--- src/rtl/parking_gate_sequencer.sv ---
// Parking gate sequencer: debounced entry/exit lanes, independent gate FSMs and a
// report stage that serialises entry/exit events toward the parking controller.
module parking_gate_sequencer #(
   parameter int unsigned DEBOUNCE_CYCLES = 4,
   parameter int unsigned GATE_TIMEOUT    = 50
) (
   input  logic        clk,
   input  logic        rst,
   input  logic        entry_sensor,
   input  logic        entry_uni_badge,
   input  logic        exit_sensor,
   input  logic        exit_uni_badge,
   input  logic        is_uni_vacated_space,
   input  logic        is_vacated_space,
   output logic        entry_gate_open,
   output logic        exit_gate_open,
   output logic        entry_denied,
   output logic        car_entered,
   output logic        is_uni_car_entered,
   output logic        car_exited,
   output logic        is_uni_car_exited,
   output logic [15:0] denied_count
);

   localparam int unsigned DbW = $clog2(DEBOUNCE_CYCLES + 1);
   localparam int unsigned ToW = $clog2(GATE_TIMEOUT + 1);

   typedef enum logic [2:0] {E_IDLE, E_DECIDE, E_OPEN, E_DENY, E_REPORT} entry_state_e;
   typedef enum logic [1:0] {X_IDLE, X_OPEN, X_REPORT} exit_state_e;
   typedef enum logic [1:0] {R_IDLE, R_QUAL, R_PULSE, R_GAP} report_state_e;

   // Lane index 0 is entry, 1 is exit.
   logic [1:0]     raw;
   logic [1:0]     lvl_q;
   logic [1:0]     rise_q;
   logic [1:0]     fall_q;
   logic [DbW-1:0] db_cnt_q [2];

   entry_state_e   e_q, e_d;
   exit_state_e    x_q, x_d;
   report_state_e  r_q, r_d;
   logic           e_badge_q, e_badge_d;
   logic           x_badge_q, x_badge_d;
   logic [ToW-1:0] open_cnt_q, open_cnt_d;
   logic           deny_inc;
   logic           r_ready, e_ack, x_ack;
   logic           r_is_exit_q, r_is_exit_d;
   logic           uqe_d, uqx_d;

   assign raw = {exit_sensor, entry_sensor};

   // Debouncers: level flips after DEBOUNCE_CYCLES consecutive mismatching samples,
   // emitting a one-cycle rise/fall pulse in the cycle after the flip edge.
   always_ff @(posedge clk) begin
      if (rst) begin
         lvl_q  <= '0;
         rise_q <= '0;
         fall_q <= '0;
         for (int i = 0; i < 2; i++) db_cnt_q[i] <= '0;
      end else begin
         for (int i = 0; i < 2; i++) begin
            rise_q[i] <= 1'b0;
            fall_q[i] <= 1'b0;
            if (raw[i] == lvl_q[i]) begin
               db_cnt_q[i] <= '0;
            end else if (db_cnt_q[i] == DbW'(DEBOUNCE_CYCLES - 1)) begin
               lvl_q[i]    <= raw[i];
               db_cnt_q[i] <= '0;
               rise_q[i]   <= raw[i];
               fall_q[i]   <= ~raw[i];
            end else begin
               db_cnt_q[i] <= db_cnt_q[i] + 1'b1;
            end
         end
      end
   end

   // Report stage accepts a new event when idle or in the gap after a pulse; entry wins.
   assign r_ready = (r_q == R_IDLE) || (r_q == R_GAP);
   assign e_ack   = r_ready && (e_q == E_REPORT);
   assign x_ack   = r_ready && (x_q == X_REPORT) && !e_ack;

   // Entry FSM next state.
   always_comb begin
      e_d        = e_q;
      e_badge_d  = e_badge_q;
      open_cnt_d = open_cnt_q;
      deny_inc   = 1'b0;
      unique case (e_q)
         E_IDLE: begin
            if (rise_q[0]) begin
               e_d       = E_DECIDE;
               e_badge_d = entry_uni_badge;
            end
         end
         E_DECIDE: begin
            open_cnt_d = '0;
            if (e_badge_q ? is_uni_vacated_space : is_vacated_space) begin
               e_d = E_OPEN;
            end else begin
               e_d      = E_DENY;
               deny_inc = 1'b1;
            end
         end
         E_OPEN: begin
            if (fall_q[0]) begin
               e_d = E_REPORT;
            end else if (open_cnt_q == ToW'(GATE_TIMEOUT - 1)) begin
               e_d = E_IDLE;
            end else begin
               open_cnt_d = open_cnt_q + 1'b1;
            end
         end
         E_DENY:   if (fall_q[0]) e_d = E_IDLE;
         E_REPORT: if (e_ack) e_d = E_IDLE;
         default:  e_d = E_IDLE;
      endcase
   end

   // Exit FSM next state; no capacity check and no timeout.
   always_comb begin
      x_d       = x_q;
      x_badge_d = x_badge_q;
      unique case (x_q)
         X_IDLE: begin
            if (rise_q[1]) begin
               x_d       = X_OPEN;
               x_badge_d = exit_uni_badge;
            end
         end
         X_OPEN:   if (fall_q[1]) x_d = X_REPORT;
         X_REPORT: if (x_ack) x_d = X_IDLE;
         default:  x_d = X_IDLE;
      endcase
   end

   // Report stage next state: qualifier cycle, pulse cycle, gap cycle.
   always_comb begin
      r_d         = r_q;
      r_is_exit_d = r_is_exit_q;
      uqe_d       = is_uni_car_entered;
      uqx_d       = is_uni_car_exited;
      unique case (r_q)
         R_IDLE, R_GAP: begin
            r_d = R_IDLE;
            if (e_ack) begin
               r_d         = R_QUAL;
               r_is_exit_d = 1'b0;
               uqe_d       = e_badge_q;
            end else if (x_ack) begin
               r_d         = R_QUAL;
               r_is_exit_d = 1'b1;
               uqx_d       = x_badge_q;
            end
         end
         R_QUAL:  r_d = R_PULSE;
         R_PULSE: r_d = R_GAP;
         default: r_d = R_IDLE;
      endcase
   end

   // State and registered outputs.
   always_ff @(posedge clk) begin
      if (rst) begin
         e_q                <= E_IDLE;
         x_q                <= X_IDLE;
         r_q                <= R_IDLE;
         e_badge_q          <= 1'b0;
         x_badge_q          <= 1'b0;
         open_cnt_q         <= '0;
         r_is_exit_q        <= 1'b0;
         entry_gate_open    <= 1'b0;
         exit_gate_open     <= 1'b0;
         entry_denied       <= 1'b0;
         car_entered        <= 1'b0;
         car_exited         <= 1'b0;
         is_uni_car_entered <= 1'b0;
         is_uni_car_exited  <= 1'b0;
         denied_count       <= '0;
      end else begin
         e_q                <= e_d;
         x_q                <= x_d;
         r_q                <= r_d;
         e_badge_q          <= e_badge_d;
         x_badge_q          <= x_badge_d;
         open_cnt_q         <= open_cnt_d;
         r_is_exit_q        <= r_is_exit_d;
         entry_gate_open    <= (e_d == E_OPEN);
         exit_gate_open     <= (x_d == X_OPEN);
         entry_denied       <= (e_d == E_DENY);
         car_entered        <= (r_d == R_PULSE) && !r_is_exit_d;
         car_exited         <= (r_d == R_PULSE) && r_is_exit_d;
         is_uni_car_entered <= uqe_d;
         is_uni_car_exited  <= uqx_d;
         if (deny_inc && (denied_count != 16'hFFFF)) denied_count <= denied_count + 16'd1;
      end
   end

endmodule
--- config.mk ---
export PLATFORM = sky130hd
export DESIGN_NAME = parking_gate_sequencer
export DESIGN_NICKNAME = d
export VERILOG_FILES = /design/src/rtl/parking_gate_sequencer.sv
export SDC_FILE = /design/constraint.sdc
export NUM_CORES = 1
export LEC_CHECK = 0
export ABC_AREA = 1
export BUFFER_PORTS_ARGS = -buffer_cell sky130_fd_sc_hd__clkbuf_2
export CAP_MARGIN = 30
export CORE_MARGIN = 2
export CORE_UTILIZATION = 35
export CTS_BUF_LIST = sky130_fd_sc_hd__clkbuf_4 sky130_fd_sc_hd__clkbuf_8 sky130_fd_sc_hd__clkbuf_16
export DETAILED_ROUTE_END_ITERATION = 16
export SETUP_SLACK_MARGIN = 0.05
export SYNTH_ARGS = -nofsm -noshare
export SYNTH_HDL_FRONTEND = slang
export SYNTH_SLANG_ARGS = --single-unit
--- constraint.sdc ---
create_clock -name clk -period 1.5 [get_ports clk]
set_input_delay 0.225 -clock clk [delete_from_list [all_inputs] [get_ports clk]]
set_output_delay 0.225 -clock clk [all_outputs]
set_load 0.05 [all_outputs]
---- Word level (Yosys, flattened, before mapping) ----
Memories as Yosys holds them, arrays and structs flattened.
Index checks and enable logic that the tools add are counted.
operators by class
  add/sub/neg operators ................... 4
  equal/unequal tests ..................... 21
  mux-type cells .......................... 53
  bitwise logic cells ..................... 13
  reduce and logical (&&, ||, !) cells .... 23
operators with widths
  cell                                                                   number
  1-bit two-way mux                                                      33
  3-bit two-way mux                                                      11
  3-bit by 2-bit equality test with 1-bit output, second input constant  6
  16-bit by 1-bit adder with 16-bit output, second input constant        1
  16-bit != test, second input constant                                  1
  3-bit one-hot mux with 5 select lines                                  1
  6-bit two-way mux                                                      2
  2-bit one-hot mux with 3 select lines                                  2
  6-bit one-hot mux with 2 select lines                                  1
  2-bit AND reduction                                                    5
  2-bit equality test, second input constant                             4
  1-bit inverter                                                         7
  3-bit by 1-bit adder with 3-bit output, second input constant          2
  6-bit by 1-bit adder with 6-bit output, second input constant          1
  2-bit by 1-bit equality test with 1-bit output, second input constant  3
  6-bit equality test, second input constant                             1
  1-bit logical AND                                                      6
  2-bit two-way mux                                                      3
  1-bit OR                                                               6
  3-bit AND reduction                                                    2
  3-bit OR reduction                                                     2
  2-bit logical NOT                                                      2
  2-bit != test, second input constant                                   2
  3-bit by 1-bit equality test with 1-bit output, second input constant  1
  7 further kinds                                                        9
storage, ports and cells
  register bits after elaboration ......... 45
  RAM bits ................................ 6
  bits of input ports ..................... 8
  output and inout bits ................... 23
  word-level logic and storage cells ...... 136
  memories kept ........................... 1
memories
  memory    words  bits a word  rd ports  clocked after memory_dff  write ports  RTL line  RTL
  db_cnt_q  2      3            2         0                         2            37        logic [DbW-1:0] db_cnt_q [2];

---- Longest topological paths before layout ----
  word-level depth ........................ 10
  gate-level depth with buffers ........... 9
  depth with buffers taken out ............ 9

---- Worst setup path after synthesis ----
No wires, ideal clock.
  path type ............................... reg-to-reg
  from .................................... register denied_count[0]
  to ...................................... register denied_count[2]
  library setup time ...................... 140 ps
  data arrival time ....................... 1779 ps
  required time ........................... 1360 ps
  slack ................................... -419 ps
  stages on the path, launching flop included .. 10
  path buffers ............................ 1
  period minus slack after synthesis ...... 1919 ps
  cells stage by stage .................... dfxtp_1 ha_1 nand2_1 nor2_2 nand2_2 nor2_1 nor2_4 buf_12 nand2_2 a21oi_2
between the ends
  longest elaborated chain between the ends .. 2
  elaborated cells between the ends (all ways) .. 3
  those cells by class .................... 1 x add/sub; 1 x eq/ne; 1 x reduce/logical
ends and longest elaborated chain
  item                                                                                              RTL line  RTL
  start: declaration                                                                                22        output logic [15:0] denied_count
  start signal: assignment                                                                          195       if (deny_inc && (denied_count != 16'hFFFF)) denied_count <= denied_count + 16'd1;
  parallel branches: the longest is 2 deep, another holds 16-bit by 1-bit adder with 16-bit output  n/a
Parallel ways; which one is timed is not known.
A chain may end at the register's enable or synchronous reset.

---- Final worst setup path ----
  from .................................... register denied_count[0]
  to ...................................... register denied_count[9]
The elaborated chain is that of the path after synthesis.

==> metrics.md <==
| Metric | Value |
|---|---|
| Leak | 1.36 nW |
| Arr. time, crit path | 1700 ps |
| Register area share after synthesis | 42.9% |
| Cell taking the most area after synthesis | dfxtp_1 |
| Placer Congestion | 0.859 |
| F_max | 0.689 GHz |
| Post-Syn Instances | 332 |
| Post-layout util | 46.4% |
| TritonCTS clock tree | yes |
| Initial antenna violation count | 0 |
| Vias/cell | 4.50 |
| Total core area | 6870 sq um |
| CTS Buf Count | 5 |
| Vias in the first global route | 1,929 |
| Worst-path maximum fanout | 6 |
| PortBufs | 30 |
| TNS Setup | 0 ps |
| Total GRT Usage | 13.7% |
| First-pass GRT wire length | 8.55 mm |
| Crit-path cells | ha_4 -> nand2_4 -> nor2_4 -> nand2_4 -> o21ai_4 -> buf_6 -> buf_4 -> nand2_2 -> a21oi_2 |
| Power density cells | 765 nW/um^2 |
| Initial Utilization | 36.7% |
| Yosys top cell area share | 35.7% |
| Reg-to-reg startpoint | denied_count[0] |
| Clock buffer depth | 2 |
| Fin. Hold Viols | 0 |
| Final Hold Slack | 119 ps |
| Setup Crit Path Kind | reg -> reg |
| Setup Skew | 8.88 ps |
| N_diodes | 0 |
| Die height | 88.9 um |
| Clock share of power | 38.7% |
| VDD IR max | 0.000393 V |
| Maxcap violations | 0 |
| Post-Place Worst Slack | 44.1 ps |
| DRC | 0 |
| Pwr Total | 2.44 mW |
| Status | complete, no violations |
| Period minus WS final | 1450 ps |
| Syn_area_per_cell | 7.60 sq um |
| Reg clk slew, reported paths | 100 ps |
| Synth area leaders | dfxtp_1, nand2_1, edfxtp_1 |
| Rows | 30 |
| Main synth FF type | dfxtp_1 |
| Root buf cell | clkbuf_8 |
| Htree depth | 2 |
| Die Area | 7900 sq um |
| CP endpoint kind | flop |
| Area Growth Syn to Fin | 26.4% |
| Clk Latency, worst-skew pair | 310 ps |
| Pins Over Slew Limit | 0 |
| 1st-iter DRT viols | 49 |
| Unique masters post-synth | 31 |
| Worst hold path type | in -> reg |
| Drt pass-1 iters | 6 |
| DP HPWL | 3.59 mm |
| Routed Antenna Nets | 0 |
| Worst hold start | exit_sensor |
| Register bit total from synthesis | 51 |
| Final Cycle Share | 96.8% |
| Final worst slack | 47.8 ps |
| RSZ-0062 raised after global routing | true |
| Yosys warns | 0 |
| Switching power | 0.582 mW |
| Die width | 88.9 um |
| Combinational share of power | 4.3% |
| Synthesized cell area | 2520 sq um |
| CTS sink cnt | 51 |
| Sw Share | 23.9% |
| Share of power burned in registers | 57.0% |
| Share of cells above drive strength 1 | 32.3% |
| Max incr delay on CP | 390 ps |
| Setup violators final | 0 |
| Worst Setup SP | denied_count[0] |
| Grt ovf | 0 |
| CTS Hold Bufs | 0 |
| Routed vias | 2,158 |
| Fin nets | 400 |
| Critical Path Most Common Cell | nand2_4 |
| Internal | 1.86 mW |
| Async set-reset flop share out of synthesis | 0% |
| Startpoint types | flop |
| Final WL | 5.04 mm |
| I/O Pins | 31 |
| Slowest library cell on the worst path | dfxtp_4 |
| Drt wl/cell | 10.5 um |
| Req. time, crit path | 1750 ps |
| Post-synth EDFFs | 6 |
| Pin count of the biggest net entering global routing | 27 |
kinds of logic (layout without fill, tap and decap cells):
| group | after synthesis | after routing | synth area share, % |
|---|---|---|---|
| and+or+nand+nor | 174 | 174 | 31.8 |
| buffers and inverters | 53 | 100 | 8.98 |
| DFF | 51 | 51 | 42.9 |
| AOI/OAI and AO/OA | 37 | 37 | 9.33 |
| adders and majority gates | 9 | 9 | 4.46 |
| xor gates and xnor gates | 7 | 7 | 2.43 |
| other | 1 | 6 | 0.149 |
worst paths after layout:
| kind | to | slack [ps] | cells after the start |
|---|---|---|---|
| worst max register to register | denied_count[9] | 50 | 9 |
| worst min-delay path | fall_q[1] | 120 | 2 |
| worst max-delay path | denied_count[9] | 50 | 9 |
| worst min register to register | is_uni_car_entered | 460 | 2 |
routing by layer:
layer,share of wire (%),track usage (%)
met5,0,0
met4,1.4,4.68
met3,2.6,2.86
met2,49,23.0
met1,47,17.4
synthesized netlist by cell type, types with 6 or more instances:
| master | n |
|---|---|
| nand2_1 | 69 |
| nor2_1 | 45 |
| a21oi_2 | 9 |
| ha_1 | 9 |
| xor2_1 | 6 |
| dfxtp_1 | 45 |
| nand2_2 | 11 |
| o21ai_0 | 8 |
| nand3_1 | 28 |
| inv_1 | 44 |
| edfxtp_1 | 6 |
| a21oi_1 | 17 |
cells in the final DEF (no fill, tap or decap), drive strengths merged:
cell type  netlist  routed
nand2           80      80
nor2            51      51
inv             46      47
dfxtp           45      45
clkbuf           2      36
nand3           29      29
a21oi           26      26
buf              5      16
o21ai            9       9
ha               9       9
edfxtp           6       6
conb             1       6
xor2             6       6
nand4            4       4
nor3             4       4
nand3b           3       3
o31ai            2       2
nor4             2       2
and3             1       1
xnor2            1       1
clkinv           0       1
power by group through the flow:
stage               clock network, mW  logic (mW)  registers [mW]
finish                          0.945       0.104            1.39
global route                     1.02       0.121            1.39
CTS                             0.981       0.103            1.39
detailed placement                  0       0.103            1.42
global placement                    0       0.101            1.42
floorplan                           0      0.0684            1.42
state kept, by name, summed over array words and instances, names as in the netlist:
name,flops
denied_count,16
db_cnt_q,6
open_cnt_q,6
e_q,3
fall_q,2
lvl_q,2
r_q,2
rise_q,2
x_q,2
car_entered,1
car_exited,1
e_badge_q,1
entry_denied,1
entry_gate_open,1
exit_gate_open,1
is_uni_car_entered,1
is_uni_car_exited,1
r_is_exit_q,1
x_badge_q,1
critical path: cells and delay by family, from the launching register on:
kind,cells,cell delay [ps]
buffers and inverters,2,260
AND/OR/NAND/NOR,4,300
flip-flops,1,390
adder cells (fa/ha/maj),1,160
AO/OA/AOI/OAI,2,270
through the flow:
stage / area (sq um) / cells
6_report: 3190 / 480
2_1_floorplan: 2630 / 337
3_3_place_gp: 2950 / 466
4_1_cts: 3070 / 474
3_5_place_dp: 2950 / 466
5_1_grt: 3190 / 480
timing repair:
item,4_1_cts,5_1_grt
cloned,0,0
buffers inserted,0,6
setup endpoints to repair,2,28
gates resized for setup,1,20
pin swaps,0,14
layout make-up:
class                           instances  area [sq um]
Clock buffer                            6          93.8
Clock inverter                          2          17.5
Fill cell                             707          3680
Inverter                               46           173
Multi-Input combinational cell        233          1360
Sequential cell                        51          1120
Tap cell                               96           120
Timing Repair Buffer                   46           303
No activity file was read; power rests on OpenSTA's default activity.
